[config.mk]
export PLATFORM = sky130hd
export DESIGN_NAME = weave_cell_sequencer_flat
export DESIGN_NICKNAME = d
export VERILOG_FILES = /design/src/rtl/weave_cell_sequencer_if.sv /design/src/rtl/weave_cell_sequencer.sv /design/src/flat_wrapper.sv
export SDC_FILE = /design/constraint.sdc
export NUM_CORES = 1
export LEC_CHECK = 0
export BUFFER_PORTS_ARGS = -buffer_cell sky130_fd_sc_hd__buf_2
export CAP_MARGIN = 20
export CORE_ASPECT_RATIO = 2
export CORE_UTILIZATION = 60
export DETAILED_ROUTE_END_ITERATION = 16
export PLACE_DENSITY = 0.83
export SYNTH_ARGS = -nofsm -noshare
export SYNTH_HDL_FRONTEND = slang
export SYNTH_SLANG_ARGS = --single-unit
[constraint.sdc]
create_clock -name clk -period 7.3 [get_ports clk]
set_input_delay 2.19 -clock clk [delete_from_list [all_inputs] [get_ports clk]]
set_output_delay 2.19 -clock clk [all_outputs]
set_load 0.02 [all_outputs]
[src/rtl/weave_cell_sequencer_if.sv]
// Cell-stream handshake between the weave sequencer and the output mapping stage.
// The master side presents cells; the slave side accepts them with pix_ready.
interface weave_cell_sequencer_if #(
    parameter int COLS = 16,
    parameter int ROWS = 16
);
    localparam int CW = $clog2(COLS);
    localparam int RW = $clog2(ROWS);

    logic          pix_valid;
    logic          pix_ready;
    logic          pix_cell;
    logic [CW-1:0] pix_col;
    logic [RW-1:0] pix_row;
    logic          pix_last;

    modport master (
        output pix_valid, pix_cell, pix_col, pix_row, pix_last,
        input  pix_ready
    );

    modport slave (
        input  pix_valid, pix_cell, pix_col, pix_row, pix_last,
        output pix_ready
    );
endinterface

[src/rtl/weave_cell_sequencer.sv]
// Weave cell sequencer: holds an 8-shaft/8-treadle draft and scans a COLS x ROWS
// canvas row-major, emitting one warp-up/weft-up cell per accepted handshake.
module weave_cell_sequencer #(
    parameter int COLS = 16,
    parameter int ROWS = 16
) (
    input  logic                          clk,
    input  logic                          rst,
    input  logic                          cfg_we,
    input  logic [3:0]                    cfg_addr,
    input  logic [7:0]                    cfg_data,
    input  logic                          start,
    input  logic                          abort,
    output logic                          busy,
    output logic                          done,
    weave_cell_sequencer_if.master        pix
);
    localparam int CW = $clog2(COLS);
    localparam int RW = $clog2(ROWS);

    localparam logic [1:0] IDLE = 2'd0;
    localparam logic [1:0] RUN  = 2'd1;
    localparam logic [1:0] DONE = 2'd2;

    logic [1:0]      state;

    logic [7:0][7:0] tieup;
    logic [7:0][7:0] tieup_eff;
    logic [7:0][2:0] threading;
    logic [7:0][2:0] threading_eff;
    logic [7:0][2:0] treadling;
    logic [7:0][2:0] treadling_eff;

    logic [CW-1:0]   next_col;
    logic [RW-1:0]   next_row;
    logic [2:0]      shaft;
    logic [2:0]      treadle;
    logic            next_cell;
    logic            next_last;
    logic            accept;

    // Tables as they will be after this edge; the first cell of a frame reads
    // these so a write coinciding with start is already visible.
    always_comb begin
        tieup_eff     = tieup;
        threading_eff = threading;
        treadling_eff = treadling;
        if (cfg_we && (state != RUN)) begin
            if (!cfg_addr[3]) begin
                tieup_eff[cfg_addr[2:0]] = cfg_data;
            end else if (!cfg_addr[2]) begin
                threading_eff[{cfg_addr[1:0], 1'b0}] = cfg_data[2:0];
                threading_eff[{cfg_addr[1:0], 1'b1}] = cfg_data[6:4];
            end else begin
                treadling_eff[{cfg_addr[1:0], 1'b0}] = cfg_data[2:0];
                treadling_eff[{cfg_addr[1:0], 1'b1}] = cfg_data[6:4];
            end
        end
    end

    always_ff @(posedge clk) begin
        if (rst) begin
            tieup     <= '0;
            threading <= '0;
            treadling <= '0;
        end else begin
            tieup     <= tieup_eff;
            threading <= threading_eff;
            treadling <= treadling_eff;
        end
    end

    assign accept = pix.pix_valid && pix.pix_ready;

    // Position of the cell to load next: (0,0) when starting, else the raster successor.
    always_comb begin
        next_col = '0;
        next_row = '0;
        if (state == RUN) begin
            if (pix.pix_col == CW'(COLS - 1)) begin
                next_col = '0;
                next_row = pix.pix_row + 1'b1;
            end else begin
                next_col = pix.pix_col + 1'b1;
                next_row = pix.pix_row;
            end
        end
        shaft     = threading_eff[3'(next_col)];
        treadle   = treadling_eff[3'(next_row)];
        next_cell = tieup_eff[treadle][shaft];
        next_last = (next_col == CW'(COLS - 1)) && (next_row == RW'(ROWS - 1));
    end

    always_ff @(posedge clk) begin
        if (rst || abort) begin
            state         <= IDLE;
            busy          <= 1'b0;
            done          <= 1'b0;
            pix.pix_valid <= 1'b0;
            pix.pix_cell  <= 1'b0;
            pix.pix_col   <= '0;
            pix.pix_row   <= '0;
            pix.pix_last  <= 1'b0;
        end else begin
            done <= 1'b0;
            case (state)
                IDLE: begin
                    if (start) begin
                        state         <= RUN;
                        busy          <= 1'b1;
                        pix.pix_valid <= 1'b1;
                        pix.pix_col   <= next_col;
                        pix.pix_row   <= next_row;
                        pix.pix_cell  <= next_cell;
                        pix.pix_last  <= next_last;
                    end
                end
                RUN: begin
                    if (accept) begin
                        if (pix.pix_last) begin
                            state         <= DONE;
                            busy          <= 1'b0;
                            pix.pix_valid <= 1'b0;
                            done          <= 1'b1;
                        end else begin
                            pix.pix_col  <= next_col;
                            pix.pix_row  <= next_row;
                            pix.pix_cell <= next_cell;
                            pix.pix_last <= next_last;
                        end
                    end
                end
                DONE: begin
                    state <= IDLE;
                end
                default: begin
                    state <= IDLE;
                end
            endcase
        end
    end
endmodule
[src/flat_wrapper.sv]
// flat-port wrapper written by rule: the top's interface ports become plain ports
module weave_cell_sequencer_flat 
#(
    parameter int COLS = 16,
    parameter int ROWS = 16
)
  (clk, rst, cfg_we, cfg_addr, cfg_data, start, abort, busy, done, pix_pix_valid, pix_pix_cell, pix_pix_col, pix_pix_row, pix_pix_last, pix_pix_ready);
  weave_cell_sequencer_if #(.COLS(COLS), .ROWS(ROWS)) pix_i ();
  input  logic clk;
  input  logic rst;
  input  logic cfg_we;
  input  logic [3:0] cfg_addr;
  input  logic [7:0] cfg_data;
  input  logic start;
  input  logic abort;
  output logic busy;
  output logic done;
  output wire logic [$bits(pix_i.pix_valid)-1:0] pix_pix_valid;
  output wire logic [$bits(pix_i.pix_cell)-1:0] pix_pix_cell;
  output wire logic [$bits(pix_i.pix_col)-1:0] pix_pix_col;
  output wire logic [$bits(pix_i.pix_row)-1:0] pix_pix_row;
  output wire logic [$bits(pix_i.pix_last)-1:0] pix_pix_last;
  input wire logic [$bits(pix_i.pix_ready)-1:0] pix_pix_ready;
  assign pix_pix_valid = pix_i.pix_valid;
  assign pix_pix_cell = pix_i.pix_cell;
  assign pix_pix_col = pix_i.pix_col;
  assign pix_pix_row = pix_i.pix_row;
  assign pix_pix_last = pix_i.pix_last;
  assign pix_i.pix_ready = pix_pix_ready;
  weave_cell_sequencer #(.COLS(COLS), .ROWS(ROWS)) u_core (.clk(clk), .rst(rst), .cfg_we(cfg_we), .cfg_addr(cfg_addr), .cfg_data(cfg_data), .start(start), .abort(abort), .busy(busy), .done(done), .pix(pix_i));
endmodule
# Yosys cells after proc, flatten, opt, wreduce, memory -nomap -nowiden
# Cells that the tools add are included.
dict set report word_totals {
  inputBits 18
  out_inout_bits 13
  register_bits 126
}
dict set report classes {
  bitwise 2
  addsub 2
  n_reduce_logical 14
  n_lt_le_gt_ge 10
  n_mux 56
  eq_ne 9
}
# operator count
set ops {}
lappend ops {{24-bit 2-to-1 mux} 6}
lappend ops {{64-bit 2-to-1 mux} 2}
lappend ops {{24-bit bitwise mux} 4}
lappend ops {{64-bit bitwise mux} 1}
lappend ops {{4-bit 2-to-1 mux} 10}
lappend ops {{3-bit by 4-bit less-than comparator with 1-bit output (second input constant)} 7}
lappend ops {{8-bit binary-select mux with 3-bit select} 1}
lappend ops {{8-bit demux with 3-bit select} 1}
lappend ops {{3-bit binary-select mux with 3-bit select} 2}
lappend ops {{8-bit 2-to-1 mux} 2}
lappend ops {{4-bit one-hot mux with 2 select lines} 2}
lappend ops {{3-bit demux with 2-bit select} 2}
lappend ops {{4-bit == test (second input constant)} 3}
lappend ops {{3-bit 2-to-1 mux} 4}
lappend ops {{1-bit 2-to-1 mux} 11}
lappend ops {{3-bit by 1-bit greater-or-equal comparator with 1-bit output (second input constant)} 3}
lappend ops {{4-bit by 1-bit adder with 4-bit output (second input constant)} 2}
lappend ops {{4-bit AND reduction} 2}
lappend ops {{1-bit logical AND} 6}
lappend ops {{2-bit 2-to-1 mux} 3}
lappend ops {{2-bit by 1-bit inequality test with 1-bit output (second input constant)} 3}
lappend ops {{1-bit one-hot mux with 2 select lines} 3}
lappend ops {{3-bit AND reduction} 2}
lappend ops {{2-bit inequality test (second input constant)} 2}
lappend ops {{8 further kinds} 9}

# Logic depth before layout (Yosys ltp)
# Gate-level depths: netlist (run 1).
dict set report depth {
  word_depth 18
  ltp_mapped 18
  ltp_nobuf 13
}

# Worst setup path before layout (run 1)
# No wires, ideal clock.
dict set report synth_path {
  path_kind {input port to flip-flop}
  startpoint {input cfg_addr[2]}
  endpoint {register u_core.pix.pix_cell}
  path_buffers 2
  setup_slack_ns 2.133
  cell_stages 14
  required_time_ns 7.162
  t_arrival_ns 5.030
  cell_sequence {buf_2 > nand2_1 > nor4b_4 > mux2i_1 > mux2i_1 > o22ai_1 > nor2_4 > buf_2 > or3_1 > o311ai_0 > a21oi_1 > o41a_1 > nand4_1 > a41oi_2}
}
dict set report synth_between {
  elab_chain_len 14
}
# item line_no
set synth_lines {}
lappend synth_lines {{from (decl)} flat_wrapper.sv:12} ;# input logic [3:0] cfg_addr;
lappend synth_lines {{3-bit by 4-bit less-than comparator with 1-bit output (implied by the code) / 3-bit by 1-bit greater-or-equal comparator with 1-bit output (equally long branches)} weave_cell_sequencer.sv:50} ;# tieup_eff[cfg_addr[2:0]] = cfg_data;
lappend synth_lines {{1-bit logical AND (implied by the code)} weave_cell_sequencer.sv:50}
lappend synth_lines {{8-bit 2-to-1 mux (implied by the code)} weave_cell_sequencer.sv:50}
lappend synth_lines {{8-bit demux with 3-bit select} --}
lappend synth_lines {{64-bit bitwise mux} weave_cell_sequencer.sv:50}
lappend synth_lines {{64-bit 2-to-1 mux} weave_cell_sequencer.sv:49} ;# if (!cfg_addr[3]) begin
lappend synth_lines {{64-bit 2-to-1 mux} weave_cell_sequencer.sv:48} ;# if (cfg_we && (state != RUN)) begin
lappend synth_lines {{8-bit binary-select mux with 3-bit select} weave_cell_sequencer.sv:90} ;# next_cell = tieup_eff[treadle][shaft];
lappend synth_lines {{8-bit 2-to-1 mux (implied by the code)} weave_cell_sequencer.sv:90}
lappend synth_lines {{1-bit binary-select mux with 3-bit select *} weave_cell_sequencer.sv:90}
lappend synth_lines {{1-bit 2-to-1 mux (implied by the code) *} weave_cell_sequencer.sv:90}
lappend synth_lines {{1-bit 2-to-1 mux} weave_cell_sequencer.sv:120} ;# if (pix.pix_last) begin
lappend synth_lines {{1-bit 2-to-1 mux} weave_cell_sequencer.sv:119} ;# if (accept) begin
lappend synth_lines {{1-bit one-hot mux with 2 select lines *} weave_cell_sequencer.sv:106} ;# case (state)
lappend synth_lines {{to (signal assigned)} weave_cell_sequencer.sv:114} ;# pix.pix_cell <= next_cell;
lappend synth_lines {{to (signal assigned)} weave_cell_sequencer.sv:128} ;# pix.pix_cell <= next_cell;
lappend synth_lines {{to (decl)} weave_cell_sequencer_if.sv:18} ;# output pix_valid, pix_cell, pix_col, pix_row, pix_last,
# Every way passes the cells marked *; elsewhere a longest branch is shown, timed or not. The select of a mux whose other input is x is not followed.
# A chain may end at the register's enable or synchronous reset.

# Worst setup path in the final report (run 1)
dict set report layout_path {
  startpoint {input cfg_addr[3]}
  endpoint {register u_core.pix.pix_cell}
}
dict set report layout_between {
  elab_chain_len 11
}
# item line_no
set layout_lines {}
lappend layout_lines {{24-bit 2-to-1 mux} weave_cell_sequencer.sv:49}
lappend layout_lines {{24-bit 2-to-1 mux} weave_cell_sequencer.sv:48}
lappend layout_lines {{3-bit binary-select mux with 3-bit select} weave_cell_sequencer.sv:89} ;# treadle = treadling_eff[3'(next_row)];
lappend layout_lines {{3-bit 2-to-1 mux (implied by the code)} weave_cell_sequencer.sv:89}
lappend layout_lines {{8-bit binary-select mux with 3-bit select} weave_cell_sequencer.sv:90}
lappend layout_lines {{8-bit 2-to-1 mux (implied by the code)} weave_cell_sequencer.sv:90}
lappend layout_lines {{1-bit binary-select mux with 3-bit select *} weave_cell_sequencer.sv:90}
lappend layout_lines {{1-bit 2-to-1 mux (implied by the code) *} weave_cell_sequencer.sv:90}
lappend layout_lines {{1-bit 2-to-1 mux} weave_cell_sequencer.sv:120}
lappend layout_lines {{1-bit 2-to-1 mux} weave_cell_sequencer.sv:119}
lappend layout_lines {{1-bit one-hot mux with 2 select lines *} weave_cell_sequencer.sv:106}
# Marks and branches as above.

==> results by group, run 1 <==
Clock tree
  – Clk slew on worst S/H paths: 0.06 ns
  – Insertion delay to the later sink of the worst-skew pair: 0.43 ns
  – Clock Sinks: 126
  – Post-CTS Setup Bufs: 0
  – # resized after CTS: 0
  – CTS tree: done
  – Hold Buf Count CTS: 0
  – H-tree Lvls: 4
  – CTS Buffer Depth: 2
  – Root Buffer: clkbuf_16
  – TritonCTS Buffers: 17

Place
  – IO buf count: 30
  – DP Cell Count: 962
  – Dpl cell area: 0.00676 mm2
  – Final Wtd Congestion: 1.00
  – Dpl hpwl: 13700 um

Global routing
  – Vias in the first global route: 6281
  – First-pass GRT wire length: 31600 um
  – Largest net degree at the start of global routing: 105
  – GRT Util Overall: 0.363
  – Gr ovfl total: 0
  – Antenna violations before repair: 0

Power
  – Pint: 0.00122 W
  – Worst VDD drop: between 150 and 200 uV
  – PD cells: ~220 mW/mm2
  – Total Power: approximately 0.0017 W
  – Net switching fraction of the power: 0.260
  – Switching Power: between 0.0004 and 0.0005 W
  – Clock share of power: 0.507
  – Pleak: between 2 and 3 nW
  – Combinational power share: 0.069
  – Seq pwr share: 0.424

Logic synthesis
  – Post-Syn Nets: 870
  – Post-synth EDFFs: 0
  – Post-synthesis register bit count: 126
  – Post-synthesis mux area share: 0.124
  – Synth Instances: 850
  – Post-Synth Adder-Cell Area: 0.00376
  – Async set-reset flop share out of synthesis: 0
  – XOR/XNOR Fraction of Synth Area: 0.00395
  – Mapped Area: 0.00665 mm2
  – Largest family of logic cells by synthesized area: simple AND/OR/NAND/NOR gates
  – Synth Area in Simple Gates: 0.257
  – Distinct cell type count after synthesis: 73
  – YS warnings: 0
  – Avg Cell Area, Syn: 7.82 um2
  – Sequential share of the synthesized area: 0.379
  – Synth Flop Type: dfxtp_1
  – Post-synthesis compound-gate area fraction: 0.183

Layout
  – Proportion of layout cells with a drive suffix above 1: 0.112
  – Area growth syn-to-layout: 10.6%
  – Most frequent cells in the layout: 178 x nand2_1, 126 x dfxtp_1, 108 x nor2_1
  – Final #Nets: 862
  – ANT cells: 0
  – Post-Layout Cell Count: 995
  – Design area: 0.00735 mm2
  – Most common cell after layout, fill and taps aside: nand2_1

Worst hold path
  – Hold Path Depth: 2
  – Min-delay worst type: reg2reg

Die
  – I/O pins: 31
  – Starting Density: 0.611
  – Core Area: 0.0109 mm2
  – Die H: roughly 150 um
  – Die ar.: about 0.012 mm2
  – Die Width: 76.4 um
  – Std-Cell Rows: 54

STA
  – Fin crit share: 0.796
  – WHS: between 0.4 and 0.5 ns
  – Max transition margin: 0.302
  – Tightest Pin Transition: 1.05 ns
  – FMAX: ~170 MHz
  – Slew Viols, Final: 0
  – Final setup TNS: 0 ns
  – Final Hold Viols: 0
  – Tmin final: 5.81 ns
  – Final setup viols: 0
  – Final Skew: 0.0109 ns
  – RSZ-0062 raised after global routing: no

Route
  – Vias per cell: between 6 and 7
  – M1 wire length: 6970 um
  – Drt total wl: 20300 um
  – Antenna Nets Post-Route: 0
  – Initial drt markers: 791
  – Met2 routed WL: 10200 um
  – Drt pass-1 iters: 6
  – Top Layer Used: met4
  – Routed len/inst: slightly above 20 um
  – DR WL met3: 1390 um
  – Drt drc: 0
  – Vias: 6481

Critical path
  – CP Launch Type: primary input
  – Buf/Inv on CP: 1
  – Reg2Reg Depth: 12
  – Most used cell, CP: mux2i_1
  – Slowest cell on the critical path: nand2_2
  – WP depth: 13
  – Largest fanout on the critical path: 49
  – Crit path DAT: between 6 and 7 ns
  – Top delay family on crit path: simple AND/OR/NAND/NOR gates
  – Cell Chain, Critical Path: buf_2, nand2_1, nor4b_4, mux2i_1, mux2i_1, o22a_1, nand2_2, nor2_1, o31a_1, or3_1, o41a_1, nand4_1, a41oi_2
  – CP required: 7.60 ns
  – Max stage delay on crit path: ~0.73 ns
  – Critical Path End Type: flip-flop
  – CP Class: in2reg

Outcome
  – Run status: finished clean

Run
  – Maxcap violations: 0
-- worst reg2reg max path, stage by stage, from the launching register on --
cell and delay, ns:
dfxtp_1 0.41, ha_1 0.24, and3_1 0.31, xor2_1 0.27, nand2_1 0.48, mux2i_1 0.47, o22a_1 0.28, nand2_2 0.57
o311ai_0 0.81, a21oi_1 0.10, nor3_1 0.24, or3_1 0.17, a41oi_2 0.10
-- state kept, by name, summed over array words and instances, names as in the netlist --
name and flops:
u_core.pix.pix_cell 1, u_core.state 2, u_core.tieup 64, u_core.threading 24
u_core.pix.pix_col 4, u_core.done 1, u_core.pix.pix_valid 1, u_core.pix.pix_last 1
u_core.treadling 24, u_core.pix.pix_row 4
-- final timing paths --
| check | start | slack, ns | end |
|---|---|---|---|
| hold / removal | u_core.tieup[0] | 0.45 | u_core.tieup[0] |
| hold reg to reg | u_core.tieup[0] | 0.45 | u_core.tieup[0] |
| setup / recovery | cfg_addr[3] | 1.49 | u_core.pix.pix_cell |
| setup reg to reg | u_core.pix.pix_col[0] | 2.73 | u_core.pix.pix_cell |
-- routing by layer --
metal,up-vias,global-route usage
met1,2987,0.365
met4,0,0.317
met2,402,0.627
li1,2960,-
met5,-,0
met3,132,0.0819
-- per-stage QoR --
stage | util | setup WS (ns)
after floorplan | - | 2.13
after global placement | 0.622 | 1.36
after detailed placement | 0.622 | 1.23
after CTS | 0.675 | 1.59
after global routing | 0.676 | 1.36
final | 0.676 | 1.49
-- power groups by stage --
| stage | Combinational (W) | Clock (W) | Sequential [W] |
|---|---|---|---|
| after floorplan | 0.0000805 | 0 | 0.000714 |
| after global placement | 0.000107 | 0 | 0.000715 |
| after detailed placement | 0.000110 | 0 | 0.000715 |
| after CTS | 0.000111 | 0.000834 | 0.000700 |
| after global routing | 0.000122 | 0.000868 | 0.000701 |
| final | 0.000115 | 0.000838 | 0.000700 |
-- cell families (layout without fill, tap and decap cells) --
kind of cell / count (synthesis) / count (layout)
AND/OR/NAND/NOR: 378 / 378
buffers and inverters: 73 / 78
adder cells (fa/ha/maj): 2 / 2
multiplexers: 80 / 80
flip-flops: 126 / 126
AO/OA/AOI/OAI: 188 / 188
XOR/XNOR: 3 / 3
-- layout make-up --
cell class	instances	area [um2]
clock buffers	20	457
inverters	6	22.5
repair buffers	40	228
fillers	866	3530
flip-flops and latches	126	2520
well taps	140	175
multi-input cells	651	3820
clock inverters	12	125
-- synth_stat cells, types with 3 or more instances --
| cell | count | area share |
|---|---|---|
| nand2_1 | 178 | 0.10 |
| dfxtp_1 | 126 | 0.38 |
| nor2_1 | 108 | 0.061 |
| a21oi_1 | 92 | 0.069 |
| mux2i_1 | 74 | 0.11 |
| clkbuf_1 | 45 | 0.025 |
| or3_1 | 22 | 0.021 |
| o21ai_0 | 18 | 0.014 |
| nor3_1 | 16 | 0.012 |
| buf_2 | 15 | 0.011 |
| nand3_1 | 10 | 0.0075 |
| o311ai_0 | 9 | 0.012 |
| a211oi_1 | 8 | 0.0090 |
| nand4_1 | 8 | 0.0075 |
| a22oi_1 | 6 | 0.0068 |
| a311oi_1 | 6 | 0.0079 |
| a31oi_1 | 6 | 0.0056 |
| inv_1 | 6 | 0.0034 |
| nand2b_1 | 6 | 0.0056 |
| o21ai_1 | 5 | 0.0038 |
| nor2b_1 | 4 | 0.0038 |
| o31ai_1 | 4 | 0.0045 |
| a21o_1 | 3 | 0.0034 |
| and2_1 | 3 | 0.0028 |
| buf_4 | 3 | 0.0034 |
| buf_6 | 3 | 0.0051 |
| nor3b_1 | 3 | 0.0034 |
| or2_2 | 3 | 0.0028 |
Power figures use the tool's default switching activity.
==> run 2: changes to the inputs <==
clock period = 5.95 ns   (was 7.3 ns; I/O delays follow)
==> run 2 against run 1 <==
Compared with the run above:
- routed wire length rose by 4.6%
- die area did not move
- worst hold slack improved by 0.0031 ns
- sequential power rose by 23%
- clock power rose by 29%
- first-iteration DRC count fell by 12%
- core utilization rose by 0.61 points
- cell count rose by 0.50%
- combinational power rose by 25%
- largest cell class unchanged
==> results by group, run 2 (same netlist as run 1, synthesis figures left out) <==
Worst hold path
  – Min-delay worst type: reg2reg

Layout
  – Top Registers: u_core.tieup (64), u_core.threading (24), u_core.treadling (24)
  – Final #Nets: 869
  – Final core occ: 0.682
  – Area growth syn-to-layout: 11.6%
  – Most common cell after layout, fill and taps aside: nand2_1
  – Proportion of layout cells with a drive suffix above 1: 0.115
  – Sequential cell area: 0.00252 mm2
  – # fillers: 873
  – ANT cells: 0
  – Most flop-heavy register: u_core.tieup
  – Max FFs per register: 64
  – Multi-input gate area: 0.00382 mm2
  – Most frequent cells in the layout: 178 x nand2_1, 126 x dfxtp_1, 108 x nor2_1

STA
  – Tmin final: 5.41 ns
  – Tightest Pin Transition: 1.00 ns
  – RSZ-0062 raised after global routing: no
  – FMAX: about 180 MHz
  – Final Hold Viols: 0
  – Fin crit share: 0.909
  – Max transition margin: 0.331
  – Final setup TNS: 0 ns
  – Final setup viols: 0
  – Slew Viols, Final: 0
  – Final Skew: 0.00856 ns

Die
  – I/O pins: 31
  – Std-Cell Rows: 54
  – Die H: 151 um
  – Core Area: 0.0109 mm2
  – Die ar.: between 0.01 and 0.015 mm2
  – Starting Density: 0.611
  – Die Width: 76.4 um

Clock tree
  – # resized after CTS: 0
  – Root Buffer: clkbuf_16
  – Post-CTS Setup Bufs: 0
  – Clk slew on worst S/H paths: ~0.050 ns
  – Clock Sinks: 126
  – CTS tree: done
  – TritonCTS Buffers: 17
  – H-tree Lvls: 4
  – Insertion delay to the later sink of the worst-skew pair: 0.42 ns
  – Hold Buf Count CTS: 0
  – CTS Buffer Depth: 2

Route
  – Routed len/inst: between 20 and 25 um
  – Drt drc: 0
  – Initial drt markers: between 600 and 700
  – Vias: around 6600
  – Vias per cell: around 6.6
  – Drt total wl: 21200 um
  – Drt pass-1 iters: 6
  – Antenna Nets Post-Route: 0

Place
  – Final Wtd Congestion: 1.01
  – IO buf count: 30
  – Dpl hpwl: 14200 um

Power
  – Worst VDD drop: about 320 uV
  – Pleak: around 2.8 nW
  – PD cells: 281 mW/mm2

Critical path
  – Most used cell, CP: mux2i_1
  – Largest fanout on the critical path: 26
  – CP Launch Type: primary input
  – Crit path DAT: 5.75 ns
  – Max stage delay on crit path: 0.70 ns
  – CP required: around 6.3 ns
  – Cell Chain, Critical Path: buf_2, nand2_1, nor4b_4, mux2i_1, mux2i_1, o22ai_1, nor2_4, or3_1, o311ai_0, a211oi_1, o41a_1, nand4_1, a41oi_2
  – Top delay family on crit path: simple AND/OR/NAND/NOR gates
  – Buf/Inv on CP: 1
  – Critical Path End Type: flip-flop
  – CP Class: in2reg
  – Slowest cell on the critical path: a211oi_1

Run
  – Maxcap violations: 0

Global routing
  – First-pass GRT wire length: 32600 um
  – GRT Util Overall: 0.372
  – Largest net degree at the start of global routing: 95
  – Gr ovfl total: 0
  – Vias in the first global route: 6418
  – Antenna violations before repair: 0

Outcome
  – Run status: finished clean
## run 2: tightest hold or removal path, delay by kind of cell (launching register included)
kind,cells,cell delay [ns]
compound gates,1,0.05
flops,1,0.30
simple gates,1,0.05
## run 2: worst paths after layout
| check | from | end | slack, ns | cells after the start |
|---|---|---|---|---|
| hold / removal | u_core.tieup[17] | u_core.tieup[17] | 0.46 | 2 |
| setup / recovery | cfg_addr[3] | u_core.pix.pix_cell | 0.54 | 13 |
| setup reg to reg | u_core.state[0] | u_core.pix.pix_cell | 1.36 | 12 |
| hold reg to reg | u_core.tieup[17] | u_core.tieup[17] | 0.46 | 2 |
## run 2: cell type report
| type | instances | share of cell area |
|---|---|---|
| clock buffers | 19 | 0.0584 |
| multi-input cells | 651 | 0.515 |
| flip-flops and latches | 126 | 0.340 |
| repair buffers | 47 | 0.0378 |
| inverters | 6 | 0.00304 |
| well taps | 140 | 0.0236 |
| clock inverters | 11 | 0.0226 |
## run 2: routing by layer
layer	vias to the layer above	wire, um	global-route usage
met2	424	10700	0.668
met5	-	0	0
met1	3071	7170	0.364
li1	2981	-	-
met4	0	1910	0.344
met3	130	1490	0.0548
## run 2: power by group
part           switching [W]  internal [W]  total [W]
combinational       0.000104     0.0000402   0.000144
clock               0.000385      0.000695    0.00108
sequential        0.00000582      0.000854   0.000860
## run 2: stage by stage
step	power [W]	std cells	worst slack, ns	cell area (um2)	hold WS (ns)
2_1_floorplan	0.000975	850	1.19	6650	0.432
3_3_place_gp	0.00101	970	0.562	6820	0.438
3_5_place_dp	0.00102	970	0.437	6820	0.448
4_1_cts	0.00208	1000	0.753	7420	0.455
5_1_grt	0.00213	1000	0.428	7420	0.474
6_report	0.00208	1000	0.540	7420	0.458
==> run 3: changes to the inputs <==
CORE_UTILIZATION = 40   (was 60)
PLACE_DENSITY = 0.61   (was 0.83)
==> run 3 against run 2 <==
Compared with the run above:
- fmax is 5.9% higher
- core utilization is 22 points lower
- combinational power hardly changed
- clock power is 12% lower
- die area is 49% higher
- routed wire length is 3.7% higher
- global-route usage is 10 points lower
- critical path type unchanged
- largest power group unchanged
- highest routed layer unchanged
==> results by group, run 3 (same netlist as run 1, synthesis figures left out) <==
Outcome
  – Run status: finished clean

Layout
  – ANT cells: 0
  – Max FFs per register: 64
  – Most common cell after layout, fill and taps aside: nand2_1
  – Area growth syn-to-layout: 12.5%
  – Final #Nets: 876
  – Top Registers: u_core.tieup (64), u_core.threading (24), u_core.treadling (24)
  – Final core occ: 0.460
  – Proportion of layout cells with a drive suffix above 1: 0.120
  – Most frequent cells in the layout: 178 x nand2_1, 126 x dfxtp_1, 108 x nor2_1
  – Post-Layout Cell Count: 1071
  – Most flop-heavy register: u_core.tieup
  – # fillers: 1587

Die
  – I/O pins: 31
  – Starting Density: 0.409
  – Std-Cell Rows: 66
  – Die ar.: between 0.015 and 0.02 mm2
  – Die Width: 93.2 um
  – Die H: 184 um
  – Core Area: 0.0163 mm2

Clock tree
  – Clock Sinks: 126
  – Root Buffer: clkbuf_16
  – TritonCTS Buffers: 17
  – H-tree Lvls: 4
  – Post-CTS Setup Bufs: 0
  – CTS tree: done
  – Hold Buf Count CTS: 0
  – Insertion delay to the later sink of the worst-skew pair: ~0.42 ns
  – CTS Buffer Depth: 2
  – # resized after CTS: 0
  – Clk slew on worst S/H paths: 0.06 ns

STA
  – FMAX: 196 MHz
  – RSZ-0062 raised after global routing: no
  – Slew Viols, Final: 0
  – Tmin final: 5.11 ns
  – Final Hold Viols: 0
  – Max transition margin: 0.421
  – Fin crit share: 0.859
  – Final setup TNS: 0 ns
  – Tightest Pin Transition: approximately 0.86 ns
  – Final setup viols: 0
  – Final Skew: 0.00882 ns

Worst hold path
  – Hold Path Depth: 2
  – Min-delay worst type: reg2reg

Route
  – Drt pass-1 iters: 7
  – Antenna Nets Post-Route: 0
  – Drt total wl: 22000 um
  – Routed len/inst: 20.6 um
  – Drt drc: 0
  – Vias per cell: 5.89
  – Vias: 6310
  – Initial drt markers: 405

Power
  – PD cells: 262 mW/mm2
  – Switching Power: between 0.0004 and 0.0005 W
  – Net switching fraction of the power: 0.242
  – Pint: 0.00148 W
  – Worst VDD drop: 295 uV
  – Combinational power share: 0.075
  – Clock share of power: 0.486
  – Pleak: 2.80 nW
  – Seq pwr share: 0.439

Global routing
  – Largest net degree at the start of global routing: 78
  – Gr ovfl total: 0
  – First-pass GRT wire length: 34300 um
  – GRT Util Overall: 0.269
  – Vias in the first global route: 6220
  – Antenna violations before repair: 0

Critical path
  – CP required: ~6.3 ns
  – CP Class: in2reg
  – Largest fanout on the critical path: 24
  – Critical Path End Type: flip-flop
  – Reg2Reg Depth: 13
  – Crit path DAT: 5.46 ns
  – CP Launch Type: primary input

Run
  – Maxcap violations: 0

Place
  – Dpl hpwl: 15500 um
  – Final Wtd Congestion: 0.940
  – IO buf count: 30
  – DP Cell Count: 1041
[run 3: changes by cell type in the layout (fill, tap and decap cells not counted)]
cell,before,now
clkbuf_1,2,4
buf_4,18,25
clkinv_4,1,0
clkbuf_8,0,2
clkinv_2,3,4
inv_6,1,0
bufinv_16,4,1
[run 3: through the flow]
stage / worst slack, ns / total power [W] / hold WS [ns] / area (um2)
5_1_grt: 0.588 / 0.00202 / 0.480 / 7480
3_5_place_dp: 0.462 / 0.00102 / 0.453 / 6950
3_3_place_gp: 0.510 / 0.00102 / 0.443 / 6950
2_1_floorplan: 1.19 / 0.000975 / 0.432 / 6650
4_1_cts: 0.906 / 0.00197 / 0.462 / 7480
6_report: 0.841 / 0.00196 / 0.462 / 7480
[run 3: routing by layer]
metal / vias to the layer above / wire [um] / track usage
li1: 2993 / - / -
met2: 220 / 11400 / 0.478
met5: - / 0 / 0
met1: 2990 / 8010 / 0.275
met3: 107 / 876 / 0.0371
met4: 0 / 1730 / 0.214
[run 3: layout make-up]
| class | count | area, um2 | area share |
|---|---|---|---|
| sequential | 126 | 2520 | 0.337 |
| multi-input combinational | 651 | 3820 | 0.510 |
| timing repair buffer | 54 | 333 | 0.0445 |
| inverter | 6 | 22.5 | 0.00301 |
| clock buffer | 23 | 468 | 0.0625 |
| tap | 204 | 255 | 0.0341 |
| clock inverter | 7 | 65.1 | 0.00869 |
[run 3: worst max-delay path, stage by stage]
cell and delay, ns:
buf_2 0.12, nand2_1 0.25, nor4b_4 0.60, mux2i_1 0.32, mux2i_1 0.16, o22a_1 0.30, nand2_2 0.41, buf_4 0.27
mux2i_1 0.30, mux2_1 0.18, a211oi_1 0.05, nand4b_1 0.21, or3_1 0.33, a41oi_2 0.16
[run 3: worst paths after layout]
check	endpoint	start	slack, ns
worst max-delay path	u_core.pix.pix_cell	cfg_addr[3]	0.84
worst min-delay path	u_core.tieup[47]	u_core.tieup[47]	0.46
worst max register to register	u_core.pix.pix_cell	u_core.pix.pix_col[0]	1.46
worst min register to register	u_core.tieup[47]	u_core.tieup[47]	0.46
[run 3: power groups by stage]
stage | registers, W | logic [W] | clock network, W
2_1_floorplan | 0.000876 | 0.0000987 | 0
3_3_place_gp | 0.000877 | 0.000144 | 0
3_5_place_dp | 0.000878 | 0.000144 | 0
4_1_cts | 0.000860 | 0.000144 | 0.000966
5_1_grt | 0.000860 | 0.000157 | 0.00100
6_report | 0.000860 | 0.000146 | 0.000952
